File: src/rtl/mci_arbiter.sv
// Round-robin arbiter sharing one memory-controller port between cache requesters,
// with a per-transaction watchdog that aborts stalled transfers and raises a sticky error.
package mci_pkg;
  parameter int unsigned MCI_AW = 32;
  parameter int unsigned MCI_DW = 32;

  typedef struct packed {
    logic [MCI_AW-1:0] addr;
    logic [MCI_DW-1:0] data;
    logic              rw;
    logic              valid;
  } mci_request_t;

  typedef struct packed {
    logic [MCI_DW-1:0] data;
    logic              ready;
  } mci_response_t;
endpackage

// state | meaning
// IDLE  | no transaction outstanding, arbitrating among valid requesters
// BUSY  | mem_req_o held for grant_idx_o until response or watchdog abort
module mci_arbiter
  import mci_pkg::*;
#(
  parameter int N_REQ          = 2,
  parameter int TIMEOUT_CYCLES = 256
) (
  input  logic                       clk,
  input  logic                       rst,
  input  mci_request_t               req_i [N_REQ],
  output mci_response_t              rsp_o [N_REQ],
  output mci_request_t               mem_req_o,
  input  mci_response_t              mem_rsp_i,
  output logic                       busy_o,
  output logic [$clog2(N_REQ)-1:0]   grant_idx_o,
  output logic                       err_timeout_o,
  input  logic                       err_clr_i
);

  localparam int IDX_W = $clog2(N_REQ);
  localparam logic [IDX_W-1:0] LAST_IDX = IDX_W'(N_REQ - 1);
  localparam int CNT_W = (TIMEOUT_CYCLES > 1) ? $clog2(TIMEOUT_CYCLES) : 1;
  localparam logic [CNT_W-1:0] CNT_LAST =
    CNT_W'((TIMEOUT_CYCLES > 0) ? TIMEOUT_CYCLES - 1 : 0);

  typedef enum logic {IDLE, BUSY} state_t;

  state_t           state;
  logic [IDX_W-1:0] ptr;
  logic [CNT_W-1:0] cnt;
  logic             found;
  logic [IDX_W-1:0] pick;
  logic             timeout_hit;

  // A response arriving in the trigger cycle completes normally instead of aborting.
  assign timeout_hit = (TIMEOUT_CYCLES > 0) && (state == BUSY) &&
                       (cnt == CNT_LAST) && !mem_rsp_i.ready;

  always_comb begin
    int               j;
    logic [IDX_W-1:0] jj;
    found = 1'b0;
    pick  = '0;
    j     = 0;
    jj    = '0;
    for (int i = 0; i < N_REQ; i++) begin
      j = int'(ptr) + i;
      if (j >= N_REQ) j = j - N_REQ;
      jj = IDX_W'(j);
      if (!found && req_i[jj].valid) begin
        found = 1'b1;
        pick  = jj;
      end
    end
  end

  always_comb begin
    for (int i = 0; i < N_REQ; i++) rsp_o[i] = '0;
    if (state == BUSY) begin
      rsp_o[grant_idx_o].ready = mem_rsp_i.ready | timeout_hit;
      rsp_o[grant_idx_o].data  = timeout_hit ? '0 : mem_rsp_i.data;
    end
  end

  always_ff @(posedge clk) begin
    if (rst) begin
      state         <= IDLE;
      mem_req_o     <= '0;
      busy_o        <= 1'b0;
      grant_idx_o   <= '0;
      err_timeout_o <= 1'b0;
      ptr           <= '0;
      cnt           <= '0;
    end else begin
      if (timeout_hit)    err_timeout_o <= 1'b1;
      else if (err_clr_i) err_timeout_o <= 1'b0;

      case (state)
        IDLE: begin
          mem_req_o.valid <= 1'b0;
          if (found) begin
            mem_req_o.addr  <= req_i[pick].addr;
            mem_req_o.data  <= req_i[pick].data;
            mem_req_o.rw    <= req_i[pick].rw;
            mem_req_o.valid <= 1'b1;
            grant_idx_o     <= pick;
            busy_o          <= 1'b1;
            cnt             <= '0;
            ptr             <= (pick == LAST_IDX) ? '0 : pick + 1'b1;
            state           <= BUSY;
          end
        end
        BUSY: begin
          if (mem_rsp_i.ready || timeout_hit) begin
            mem_req_o.valid <= 1'b0;
            busy_o          <= 1'b0;
            state           <= IDLE;
          end else begin
            cnt <= cnt + 1'b1;
          end
        end
        default: state <= IDLE;
      endcase
    end
  end

endmodule
File: config.mk
export PLATFORM = sky130hd
export DESIGN_NAME = mci_arbiter
export DESIGN_NICKNAME = d
export VERILOG_FILES = /design/src/rtl/mci_arbiter.sv
export SDC_FILE = /design/constraint.sdc
export NUM_CORES = 1
export LEC_CHECK = 0
export ABC_AREA = 1
export CORE_AREA = 2 2 117 119
export DETAILED_ROUTE_END_ITERATION = 10
export DIE_AREA = 0 0 119 121
export GPL_TIMING_DRIVEN = 0
export PLACE_DENSITY = 0.85
export SLEW_MARGIN = 5
export SYNTH_ARGS = -nofsm -noshare
export SYNTH_HDL_FRONTEND = slang
export SYNTH_SLANG_ARGS = --single-unit
File: constraint.sdc
create_clock -name clk -period 2.4 [get_ports clk]
set_clock_uncertainty 0.15 [all_clocks]
set_input_delay 0.48 -clock clk [delete_from_list [all_inputs] [get_ports clk]]
set_output_delay 0.48 -clock clk [all_outputs]
set_load 0.01 [all_outputs]
==> results_dict.tcl <==
set metrics [dict create \
    drive_above_1_share_pct 19.7 \
    hold_viol 0 \
    regToRegEndpoint "err_timeout_o$_SDFFE_PP0P_" \
    tightest_slew_ps 641 \
    dp.cells 1070 \
    holdWs_ps 305 \
    dr_wl_met3_mm 1.44 \
    dpl.hpwl_mm 12.8 \
    synth_cells 593 \
    cts_root_buffer "clkbuf_16" \
    clk_pin_slew_ps 60 \
    syn_area_per_cell_um2 6.50 \
    post-synth-top-count-cell "nand2_1" \
    clk_path_buf_depth 2 \
    grt-ovfl-total 0 \
    cts_tree "built" \
    grt_use_total_pct 22.9 \
    syn-cell-area_um2 3860 \
    drt-pass1-iter-count 5 \
    violations "negative setup slack" \
    worstPathMaxFanout 4 \
    drt-total-wl_mm 17.2 \
    diodes 0 \
    cts_sinks 79 \
    rr_worst_depth 10 \
    die_h_um 121 \
    drt_iter0_markers 239 \
    ys_ff_latch 79 \
    first_global_vias 4930 \
    rows 42 \
    setup_violations 65 \
    synth_top_flop_cell "dfxtp_1" \
    maxCapViolCount 0 \
    route.met2.wl_mm 8.63 \
    critPathArrivalTime_ps 2100 \
    synthToLayoutAreaGrowth_pct 97.5 \
    ios 303 \
    via_per_inst 4.68 \
    gp_congestion 0.883 \
    grt_pass1_wl_mm 25.6 \
    vias 5190 \
    relSlewSlack_pct 57.2 \
    fmax_ghz 0.366 \
    synth_common_cells "nand2_1, dfxtp_1, nor2_1" \
    synth_nets 762 \
    power_frac_seq_pct 36.9 \
    drv_slew 0 \
    cts_buffers 9 \
    ys_types 27 \
    layout.cells.non_filler 1108 \
    start_util_pct 29.5 \
    place_area_um2 7090 \
    leakagePower_uw 0.00325 \
    start_kind "register" \
    fp.dieW_um 119 \
    stdcell_area_um2 7620 \
    total_power_uw 4020 \
    synthTopCellsByArea "dfxtp_1, nand2_1, a31oi_1" \
    yosysTopAreaCell "dfxtp_1" \
    fin_crit_sh_pct 114 \
    cts_max_level 3 \
    clock_latency_ps 340 \
    nNetsFinal 1097 \
    hold_path.class "register to register" \
    yosys.area.top_type_share_pct 41.0 \
    synth-edff-count 0 \
    hold_end "busy_o$_SDFFE_PP0P_" \
    pwr-share-clk_pct 34.6 \
    min_period_ps 2730 \
    status "finished, violations left" \
    place_ws_ps -484 \
    cts_hold_buffers 0 \
    powerDensity_nw_per_um2 527 \
    crit_type "register to primary output" \
    max-vdd-ir-drop_uv 301 \
    post_drt_wl_per_cell_um 15.5 \
    rr_startpoint "cnt[0]$_SDFFE_PP0P_" \
    comb_power_share_pct 28.5 \
    swShare_pct 28.5 \
    hold_depth 2 \
    grt_max_degree 14 \
    highest_layer "met4" \
    antenna_found_initial 0 \
    postRouteAntennaNets 0 \
    fin_ws_ps -331 \
    drc 0 \
    internal_power_uw 2870 \
    worstHoldStart "busy_o$_SDFFE_PP0P_" \
    power.switching_uw 1150 \
    synth_warnings 0 \
    r2r_slack_ps 560 \
    ys_seq_area_share_pct 41.0 \
    rsz0062_at_grt "true" \
    core_area_um2 13100 \
    synth-async-reset-ratio_pct 0 \
    end_kind "primary output" \
    wl_met1_mm 6.56 \
    dieArea_um2 14400 \
    portBuffers 301 \
    cp_data_required_time_ps 1770 \
]
==> worst max-delay path, cell delays in order (launching register included) <==
cell     delay (ps)
dfxtp_2         350
ha_4            160
nand2_4          60
nor2_4          100
nand2_2          80
nor2_4          170
nand4_4         140
buf_12          170
buf_8           130
buf_6           120
nand2_4          70
nor2_2           40
buf_2           170
==> metrics by stage <==
step / utilization [%] / TNS (ps)
after global routing: 58.2 / -19580
after floorplan: - / 0
after CTS: 56.8 / -14600
final: 58.2 / -14440
after detailed placement: 54.2 / -24970
after global placement: 54.2 / -24670
==> logic make-up (layout without fill, tap and decap cells) <==
logic type | count (synthesis) | in the layout | synth area share, %
AOI/OAI and AO/OA | 72 | 72 | 11.5
xor gates and xnor gates | 1 | 1 | 0.227
adders and majority gates | 1 | 1 | 0.324
buffers and inverters | 68 | 407 | 8.85
DFF | 79 | 79 | 41.0
and+or+nand+nor | 372 | 372 | 38.0
==> placed cells by master, fill, tap and decap left out, types with 3 or more instances in the layout <==
master / n
a21oi_1: 10
a31oi_1: 53
buf_2: 59
buf_4: 14
buf_6: 19
buf_8: 4
clkbuf_1: 17
clkbuf_16: 9
clkbuf_2: 13
clkdlybuf4s50_1: 235
dfxtp_1: 77
inv_1: 26
nand2_1: 237
nand2_2: 6
nand2_4: 27
nand3_1: 21
nor2_1: 62
nor2_2: 11
nor2_4: 4
o21ai_0: 3
==> power by group through the flow <==
stage | registers (uW) | logic, uW | clock network, uW
final | 1480 | 1140 | 1390
after global routing | 1500 | 1240 | 1470
after CTS | 1480 | 1120 | 1430
after detailed placement | 1510 | 1130 | 0
after global placement | 1510 | 1130 | 0
after floorplan | 1550 | 388 | 0
==> how the worst max path moves through the flow <==
| stage | from | to | slack (ps) | depth (start not counted) |
|---|---|---|---|---|
| floorplan | cnt[0]$_SDFFE_PP0P_ | rsp_o[11] | 440 | 9 |
| global placement | mem_rsp_i[0] | rsp_o[50] | -480 | 7 |
| detailed placement | mem_rsp_i[0] | rsp_o[50] | -480 | 7 |
| CTS | cnt[1]$_SDFFE_PP0P_ | rsp_o[3] | -340 | 10 |
| global route | cnt[0]$_SDFFE_PP0P_ | rsp_o[7] | -400 | 12 |
| finish | cnt[0]$_SDFFE_PP0P_ | rsp_o[7] | -330 | 12 |
==> routing by layer <==
| layer | up-vias | track usage (%) |
|---|---|---|
| li1 | 2554 | - |
| met4 | 0 | 10.2 |
| met1 | 2348 | 25.0 |
| met3 | 31 | 7.24 |
| met2 | 257 | 40.6 |
| met5 | - | 0 |
==> registers in the layout (all words and copies together), names as in the netlist <==
| signal | count |
|---|---|
| busy_o | 1 |
| grant_idx_o | 1 |
| err_timeout_o | 1 |
| cnt | 8 |
| mem_req_o | 66 |
| state | 1 |
| ptr | 1 |
==> layout make-up <==
cell class / instances / area [um2]
fill: 1173 / 5470
multi-input combinational: 446 / 2210
tap: 176 / 220
inverter: 28 / 105
buffer: 40 / 248
timing repair buffer: 324 / 2960
clock buffer: 10 / 239
clock inverter: 5 / 57.6
sequential: 79 / 1580
==> timing repair <==
item / CTS / global route
resized for setup: 212 / 142
setup buffers: 13 / 10
cloned: 1 / 0
setup endpoints to repair: 66 / 66
pin swaps: 4 / 4
No activity file was read; power rests on OpenSTA's default activity.
